--- config.mk ---
export PLATFORM = sky130hd
export DESIGN_NAME = i2s_rx
export DESIGN_NICKNAME = d
export VERILOG_FILES = /design/src/rtl/i2s_rx.sv
export SDC_FILE = /design/constraint.sdc
export NUM_CORES = 1
export LEC_CHECK = 0
export BUFFER_PORTS_ARGS = -buffer_cell sky130_fd_sc_hd__buf_2
export CELL_PAD_IN_SITES_DETAIL_PLACEMENT = 0
export CELL_PAD_IN_SITES_GLOBAL_PLACEMENT = 1
export CORE_MARGIN = 2
export CORE_UTILIZATION = 40
export CTS_BUF_LIST = sky130_fd_sc_hd__clkbuf_8
export CTS_CLUSTER_SIZE = 40
export DETAILED_ROUTE_END_ITERATION = 7
export PLACE_DENSITY_LB_ADDON = 0.1
export SYNTH_ARGS = -nofsm -noshare
export SYNTH_HDL_FRONTEND = slang
export SYNTH_SLANG_ARGS = --single-unit
--- constraint.sdc ---
create_clock -name clk -period 1.5 [get_ports clk]
set_clock_uncertainty 0.05 [all_clocks]
set_input_delay 0.075 -clock clk [delete_from_list [all_inputs] [get_ports clk]]
set_output_delay 0.075 -clock clk [all_outputs]
set_load 0.01 [all_outputs]
--- src/rtl/i2s_rx.sv ---
// I2S (Philips) receiver: oversamples sclk/lrclk/data in the clk domain and
// emits left/right PCM words with a one-cycle valid strobe per stereo frame.
module i2s_rx #(
    parameter int DATA_WIDTH  = 16,
    parameter int SYNC_STAGES = 2
) (
    input  logic                  clk,
    input  logic                  reset,
    input  logic                  i2s_sclk,
    input  logic                  lrclk,
    input  logic                  i2s_data,
    output logic [DATA_WIDTH-1:0] left_sample,
    output logic [DATA_WIDTH-1:0] right_sample,
    output logic                  sample_valid
);
    localparam int            CW      = $clog2(DATA_WIDTH + 1);
    localparam logic [CW-1:0] CNT_MAX = CW'(DATA_WIDTH);

    typedef enum logic [1:0] {
        ST_SYNC,
        ST_LEFT,
        ST_RIGHT
    } state_t;

    logic [SYNC_STAGES-1:0] sclk_sync_q;
    logic [SYNC_STAGES-1:0] ws_sync_q;
    logic [SYNC_STAGES-1:0] data_sync_q;
    logic                   sclk_dly_q;

    state_t                 state_q, state_d;
    logic [DATA_WIDTH-1:0]  sr_q, sr_d;
    logic [CW-1:0]          cnt_q, cnt_d;
    logic                   ws_prev_q, ws_prev_d;
    logic [DATA_WIDTH-1:0]  left_q, left_d;
    logic [DATA_WIDTH-1:0]  right_q, right_d;
    logic                   valid_q, valid_d;

    logic                   sclk_s, ws_s, bit_s;
    logic                   rise, boundary;
    logic [DATA_WIDTH-1:0]  bit_word, sr_cap;
    logic [CW-1:0]          cnt_cap;

    // All three inputs share one path so their relative alignment survives.
    always_ff @(posedge clk) begin
        if (reset) begin
            sclk_sync_q <= '0;
            ws_sync_q   <= '0;
            data_sync_q <= '0;
            sclk_dly_q  <= 1'b0;
        end else begin
            sclk_sync_q <= {sclk_sync_q[SYNC_STAGES-2:0], i2s_sclk};
            ws_sync_q   <= {ws_sync_q[SYNC_STAGES-2:0], lrclk};
            data_sync_q <= {data_sync_q[SYNC_STAGES-2:0], i2s_data};
            sclk_dly_q  <= sclk_sync_q[SYNC_STAGES-1];
        end
    end

    assign sclk_s   = sclk_sync_q[SYNC_STAGES-1];
    assign ws_s     = ws_sync_q[SYNC_STAGES-1];
    assign bit_s    = data_sync_q[SYNC_STAGES-1];
    assign rise     = sclk_s & ~sclk_dly_q;
    assign boundary = rise & (ws_s != ws_prev_q);

    // Captured word including the current bit; the boundary bit is the LSB
    // of the outgoing word, so the latch below always uses this value.
    always_comb begin
        bit_word                 = '0;
        bit_word[DATA_WIDTH-1]   = bit_s;
        sr_cap                   = sr_q;
        cnt_cap                  = cnt_q;
        if (cnt_q < CNT_MAX) begin
            sr_cap  = sr_q | (bit_word >> cnt_q);
            cnt_cap = cnt_q + CW'(1);
        end
    end

    always_comb begin
        state_d   = state_q;
        sr_d      = sr_q;
        cnt_d     = cnt_q;
        ws_prev_d = ws_prev_q;
        left_d    = left_q;
        right_d   = right_q;
        valid_d   = 1'b0;

        if (rise) begin
            ws_prev_d = ws_s;
            if (boundary) begin
                sr_d  = '0;
                cnt_d = '0;
            end else begin
                sr_d  = sr_cap;
                cnt_d = cnt_cap;
            end
        end

        case (state_q)
            ST_SYNC: begin
                if (boundary && ws_prev_q && !ws_s) begin
                    state_d = ST_LEFT;
                end
            end
            ST_LEFT: begin
                if (boundary) begin
                    left_d  = sr_cap;
                    state_d = ST_RIGHT;
                end
            end
            ST_RIGHT: begin
                if (boundary) begin
                    right_d = sr_cap;
                    valid_d = 1'b1;
                    state_d = ST_LEFT;
                end
            end
            default: state_d = ST_SYNC;
        endcase
    end

    always_ff @(posedge clk) begin
        if (reset) begin
            state_q   <= ST_SYNC;
            sr_q      <= '0;
            cnt_q     <= '0;
            ws_prev_q <= 1'b0;
            left_q    <= '0;
            right_q   <= '0;
            valid_q   <= 1'b0;
        end else begin
            state_q   <= state_d;
            sr_q      <= sr_d;
            cnt_q     <= cnt_d;
            ws_prev_q <= ws_prev_d;
            left_q    <= left_d;
            right_q   <= right_d;
            valid_q   <= valid_d;
        end
    end

    assign left_sample  = left_q;
    assign right_sample = right_q;
    assign sample_valid = valid_q;

endmodule

# --- After elaboration in Yosys (flattened, before gate mapping) ---
# Cells that the tools add are included.
totals:
  register_bits: 64
  inputBits: 5
  wordCells: 44
op_classes:
  n_addsub: 1
  order_cmp: 1
  eq_ne: 6
  shift: 1
  muxes: 9
  n_bitwise: 5
  reduce_logical: 10
ops:
  columns: ["op", "n"]
  rows:
  - ["2-to-1 mux 16 bit", 2]
  - ["bitwise OR 16 bit", 1]
  - ["right shift 16 x 5 -> 16 bit", 1]
  - ["2-to-1 mux 5 bit", 2]
  - ["2-to-1 mux 2 bit", 3]
  - ["inequality test 2 bit (second input constant)", 3]
  - ["case mux 2 bit (3 select lines)", 1]
  - ["AND reduction 2 bit", 3]
  - ["adder 5 x 1 -> 5 bit (second input constant)", 1]
  - ["less-than comparator 5 bit (second input constant)", 1]
  - ["AND reduction 3 bit", 1]
  - ["bitwise AND 1 bit", 2]
  - ["== test 2 x 1 -> 1 bit (second input constant)", 1]
  - ["== test 2 bit (second input constant)", 1]
  - ["logical AND 1 bit", 2]
  - ["zero test 2 bit", 1]
  - ["inverter 1 bit", 2]
  - ["nonzero test 2 bit", 1]
  - ["OR reduction 2 bit", 1]
  - ["zero test 1 bit", 1]
  - ["2-to-1 mux 1 bit", 1]
  - ["inequality test 1 bit", 1]

# --- Longest topological paths before layout ---
logic_depth:
  depth_word: 7
  ltp_mapped: 6

# --- Worst setup path before layout ---
# OpenSTA, ideal clock, no wires.
synth_timing:
  path_type: "register to register"
  startpoint: "reg sclk_sync_q[1]"
  endpoint: "reg left_q[10], in the netlist left_sample[10]"
  setup_time_ps: 134
  arrival_ps: 1297
  required_ps: 1316
  slack_ps: 19
  path_stages_with_launch: 7
  path_buffers: 3
  period_less_slack_ps: 1481
  cell_sequence: "dfxtp_1 nor4bb_1 buf_2 and2_1 buf_2 buf_6 a211oi_1"
synth_via:
  elab_chain_len: 3
synth_rtl:
  columns: ["element", "line", "text"]
  rows:
  - ["start: declaration", "25", "logic [SYNC_STAGES-1:0] sclk_sync_q;"]
  - ["start signal: assignment", "51", "sclk_sync_q <= {sclk_sync_q[SYNC_STAGES-2:0], i2s_sclk};"]
  - ["bitwise AND 1 bit", "61", "assign rise = sclk_s & ~sclk_dly_q;"]
  - ["bitwise AND 1 bit", "62", "assign boundary = rise & (ws_s != ws_prev_q);"]
  - ["AND reduction 2 bit (no source line)", null, null]
  - ["end signal: assignment", "134", "left_q <= left_d;"]
  - ["end: declaration", "34", "logic [DATA_WIDTH-1:0] left_q, left_d;"]
# No other way between the ends.
# A chain may end at the register's enable or synchronous reset.

# --- Worst setup path after layout ---
layout_timing:
  startpoint: "reg cnt_q[3]"
  endpoint: "reg right_q[13], in the netlist right_sample[13]"
layout_via:
  elab_chain_len: 3
  elab_cells_between_ends: 4
  cone_classes: "order compare (1); shift (1); mux (1); bitwise (1)"
layout_rtl:
  columns: ["element", "line", "text"]
  rows:
  - ["start: declaration", "32", "logic [CW-1:0] cnt_q, cnt_d;"]
  - ["start signal: assignment", "132", "cnt_q <= cnt_d;"]
  - ["right shift 16 x 5 -> 16 bit", "72", "sr_cap = sr_q | (bit_word >> cnt_q);"]
  - ["bitwise OR 16 bit", "72", null]
  - ["2-to-1 mux 16 bit (*)", "71", "if (cnt_q < CNT_MAX) begin"]
  - ["end signal: assignment", "135", "right_q <= right_d;"]
  - ["end: declaration", "35", "logic [DATA_WIDTH-1:0] right_q, right_d;"]
# Every way passes the cells marked *; elsewhere a longest branch is shown, timed or not.

==> run metrics <==
result of the run=completed; Total Routing Usage GR=between 20% and 30%; clock-pin slew on the worst setup and hold paths=roughly 0.080 ns; Synth Flop Type=sky130_fd_sc_hd__dfxtp_1; count of flip-flops with a built-in enable after synthesis=0; post-synth net total=between 200 and 300; die width=about 84 um; post-CTS setup buffer count=0; die area=0.00708 mm2; Synth Area in XOR/XNOR=1.32%; number of inserted diodes=0; routed wire length per instance=approximately 16 um; main combinational cell family by area after synthesis=compound AO/OA/AOI/OAI gates; LEAKAGE=around 1.3 nW; stages on the worst setup path=5; Setup crit end=right_sample[13]$_SDFFE_PP0P_; accumulated negative setup slack=0 ns; maximum cell stage delay along the critical path=just under 0.4 ns; fraction of synthesized area in multiplexers=less than 1%; post-synthesis area per instance=9.44 um2; data arrival time of the critical path=~1.6 ns; port buffer count=37; final worst path period need=approximately 1.4 ns; Worst Tran Pin Value=between 0.4 and 0.5 ns; beginning of the worst hold path=reset; Synth Area in Compound Gates=about a quarter; number of standard-cell rows in the floorplan=29; vias in the first global route=2,187; Final setup viols=0; number of vias in the routed layout=2,288; buffer cell driving the clock tree root=sky130_fd_sc_hd__clkbuf_8; number of instances in the synthesized netlist=about 270; Worst Setup End Kind=flip-flop; Crit Path Max Fanout=5; distinct cell type count after synthesis=35; final routed wirelength across all metal layers=6850 um; PnR Total Power=between 3 and 4 mW; remaining routing DRC violations=0; net count reported at finish=roughly 350; HP Class=in2reg; Synth warnings=0; Post-synth ARST share=0%; largest area contributor in the synthesized netlist=sky130_fd_sc_hd__dfxtp_1; max-cap viol count=0; final antenna-violating net count=0; number of hold violations in the final report=0; worst hold path cell count=2; launch point of the worst reg-to-reg path=cnt_q[3]$_SDFFE_PP0P_; first-pass iteration count of the detailed router=4; top-level port count=38; last weighted congestion value of the routability-driven placer=around 0.79; met2 layer usage reported by global route=roughly 31%; CTS tree=built; power density of the placed cells=1110 mW/mm2; Syn Std Cell Area=~0.0026 mm2; synthesized flop and latch total=between 60 and 70; number of max-slew violations in the final report=0; grt peak-use layer=met2; ratio of final minimum period to clock period=95.1%; effective utilization at floorplan=between 40 and 50%; share of synthesized cell area in full adder, half adder and majority cells=less than 1%; Worst-Skew Late Latency=roughly 0.34 ns; Crit Path Class=reg2reg; Vert. Die Dim=between 80 and 90 um; FF-to-FF path depth=5; HPWL reported at the end of detailed placement=between 4000 and 5000 um; cell types occupying the most area after synthesis=sky130_fd_sc_hd__dfxtp_1 50%, sky130_fd_sc_hd__a21oi_1 11%, sky130_fd_sc_hd__a211oi_1 9.4%; post-DR vias/cell=5.42; CORE AREA=0.00628 mm2; setup repair after global routing missed its margin=false; data required time of the critical path=roughly 1.7 ns; pin count of the biggest net entering global routing=39; most repeated library cell on the critical path=sky130_fd_sc_hd__buf_4; sequential cell area fraction in the yosys report=about half; layout filler cell count=594; Iteration-0 DRC Markers=76; standard cell with the maximum stage delay on the critical path=sky130_fd_sc_hd__dfxtp_1; clk sink count=64; worst-path cell chain=buf_4 > nor4b_2 > buf_4 > a21oi_1 > a211oi_1; number of buffers and inverters on the critical path=2; maximum buffer depth of the clock tree=2; worst reg2reg setup slack=0.07 ns; Worst path top cell family by delay=compound AO/OA/AOI/OAI gates; Clock H-tree levels=3; cts bufs inserted=9; end of the worst register-to-register path=right_sample[13]$_SDFFE_PP0P_; simple-gate share of the synthesized area=~15%; worst supply voltage drop on vdd=about 570 uV; layout cell share with drive strength beyond 1=~33%; area share of the leading cell type in the synthesized netlist=roughly 50%; worst max-slew margin expressed relative to the limit=between 60 and 70%; startpoint types=flip-flop; global-route met3 utilization=3.64%; wire length of the first global-routing pass=approximately 11,000 um; initial antenna violation count=0; residual overflow from global routing=0; met1 routing resource usage after global routing=27.9%; CP startpoint=cnt_q[3]$_SDFFE_PP0P_; Area Growth Syn to Fin=32.0%; Fmax achieved=~0.7 GHz
-- repair_timing --
| action | CTS | global route |
|---|---|---|
| resized for setup | 1 | 11 |
| pin swaps | 0 | 2 |
| endpoints found under the setup margin | 2 | 25 |
| endpoints found under the hold margin | 3 | 0 |
| hold buffers | 3 | 0 |
-- where the power goes --
group	internal [mW]	switching, mW	total (mW)
clock network	1.12	0.741	1.87
registers	1.71	0.0103	1.72
logic	0.0768	0.0918	0.169
total	2.91	0.843	3.75
-- worst min-delay path by stage --
stage	slack (ns)	endpoint
2_1_floorplan	0.15	data_sync_q[0]$_SDFF_PP0_
3_3_place_gp	0.23	data_sync_q[0]$_SDFF_PP0_
3_5_place_dp	0.24	sclk_sync_q[0]$_SDFF_PP0_
4_1_cts	0.04	sclk_sync_q[0]$_SDFF_PP0_
5_1_grt	0.06	sclk_sync_q[0]$_SDFF_PP0_
6_report	0.04	sclk_sync_q[1]$_SDFF_PP0_
-- Yosys cell counts, types with 3 or more instances --
cell type and instances:
sky130_fd_sc_hd__a211oi_1 32, sky130_fd_sc_hd__a21oi_1 57, sky130_fd_sc_hd__a31oi_1 9, sky130_fd_sc_hd__a41oi_1 3, sky130_fd_sc_hd__buf_2 7, sky130_fd_sc_hd__buf_4 8
sky130_fd_sc_hd__clkbuf_1 8, sky130_fd_sc_hd__dfxtp_1 64, sky130_fd_sc_hd__nand2_1 4, sky130_fd_sc_hd__nor2_1 22, sky130_fd_sc_hd__nor2b_1 15, sky130_fd_sc_hd__nor4b_1 3
sky130_fd_sc_hd__o21ai_0 8
-- placed cells by master, fill, tap and decap left out, types with 2 or more instances in the layout --
cell type,instances
sky130_fd_sc_hd__nor4b_1,2
sky130_fd_sc_hd__nor4b_2,2
sky130_fd_sc_hd__a31oi_1,9
sky130_fd_sc_hd__inv_1,2
sky130_fd_sc_hd__clkbuf_8,9
sky130_fd_sc_hd__buf_4,41
sky130_fd_sc_hd__a211oi_2,3
sky130_fd_sc_hd__bufinv_16,3
sky130_fd_sc_hd__dfxtp_2,5
sky130_fd_sc_hd__nand2_1,4
sky130_fd_sc_hd__mux2i_1,2
sky130_fd_sc_hd__and4bb_2,4
sky130_fd_sc_hd__dfxtp_1,59
sky130_fd_sc_hd__inv_6,3
sky130_fd_sc_hd__xnor2_1,2
sky130_fd_sc_hd__and4b_1,2
sky130_fd_sc_hd__dlygate4sd3_1,3
sky130_fd_sc_hd__buf_2,37
sky130_fd_sc_hd__nand2b_1,2
sky130_fd_sc_hd__a21oi_1,57
sky130_fd_sc_hd__nand4b_1,2
sky130_fd_sc_hd__nor2b_1,14
sky130_fd_sc_hd__a211oi_1,30
sky130_fd_sc_hd__nor2_1,22
sky130_fd_sc_hd__o21ai_0,8
sky130_fd_sc_hd__a41oi_1,3
sky130_fd_sc_hd__buf_12,3
-- state kept, by name, summed over array words and instances (netlist names), 2 cells and up --
name / cells
left_sample: 16
right_sample: 16
sr_q: 16
cnt_q: 5
data_sync_q: 2
sclk_sync_q: 2
state_q: 2
ws_sync_q: 2
-- area by class of cell --
| class | count | area, um2 | area share (%) |
|---|---|---|---|
| Multi-Input combinational cell | 179 | 1170 | 34.4 |
| Clock buffer | 9 | 124 | 3.65 |
| Clock inverter | 7 | 125 | 3.69 |
| Sequential cell | 64 | 1290 | 38.0 |
| Timing Repair Buffer | 84 | 583 | 17.2 |
| Inverter | 2 | 7.51 | 0.221 |
| Tap cell | 77 | 96.3 | 2.84 |
-- stage by stage --
| stage | setup WS (ns) | utilization [%] | area [um2] | hold slack, ns | instances |
|---|---|---|---|---|---|
| detailed placement | 0.0259 | 49.0 | 3080 | 0.237 | 403 |
| global route | 0.00252 | 54.0 | 3390 | 0.0586 | 422 |
| CTS | 0.0246 | 53.5 | 3360 | 0.0362 | 422 |
| global placement | 0.0621 | 49.0 | 3080 | 0.233 | 403 |
| finish | 0.0741 | 54.0 | 3390 | 0.0432 | 422 |
| floorplan | 0.0186 | - | 2570 | 0.153 | 272 |
-- layer usage --
metal | up-vias | wire length (um) | part of all wire, %
met3 | 8 | 270 | 3.9
met2 | 41 | 3090 | 45
li1 | 1133 | - | -
met4 | 0 | 74 | 1.1
met1 | 1106 | 3420 | 50
met5 | - | 0 | 0
-- kinds of logic after synthesis --
group / count (synthesis)
AND/OR/NAND/NOR: 61
flip-flops: 64
multiplexers: 2
AO/OA/AOI/OAI: 112
buffers and inverters: 29
XOR/XNOR: 3
adder cells (fa/ha/maj): 1
Power figures use the tool's default switching activity.
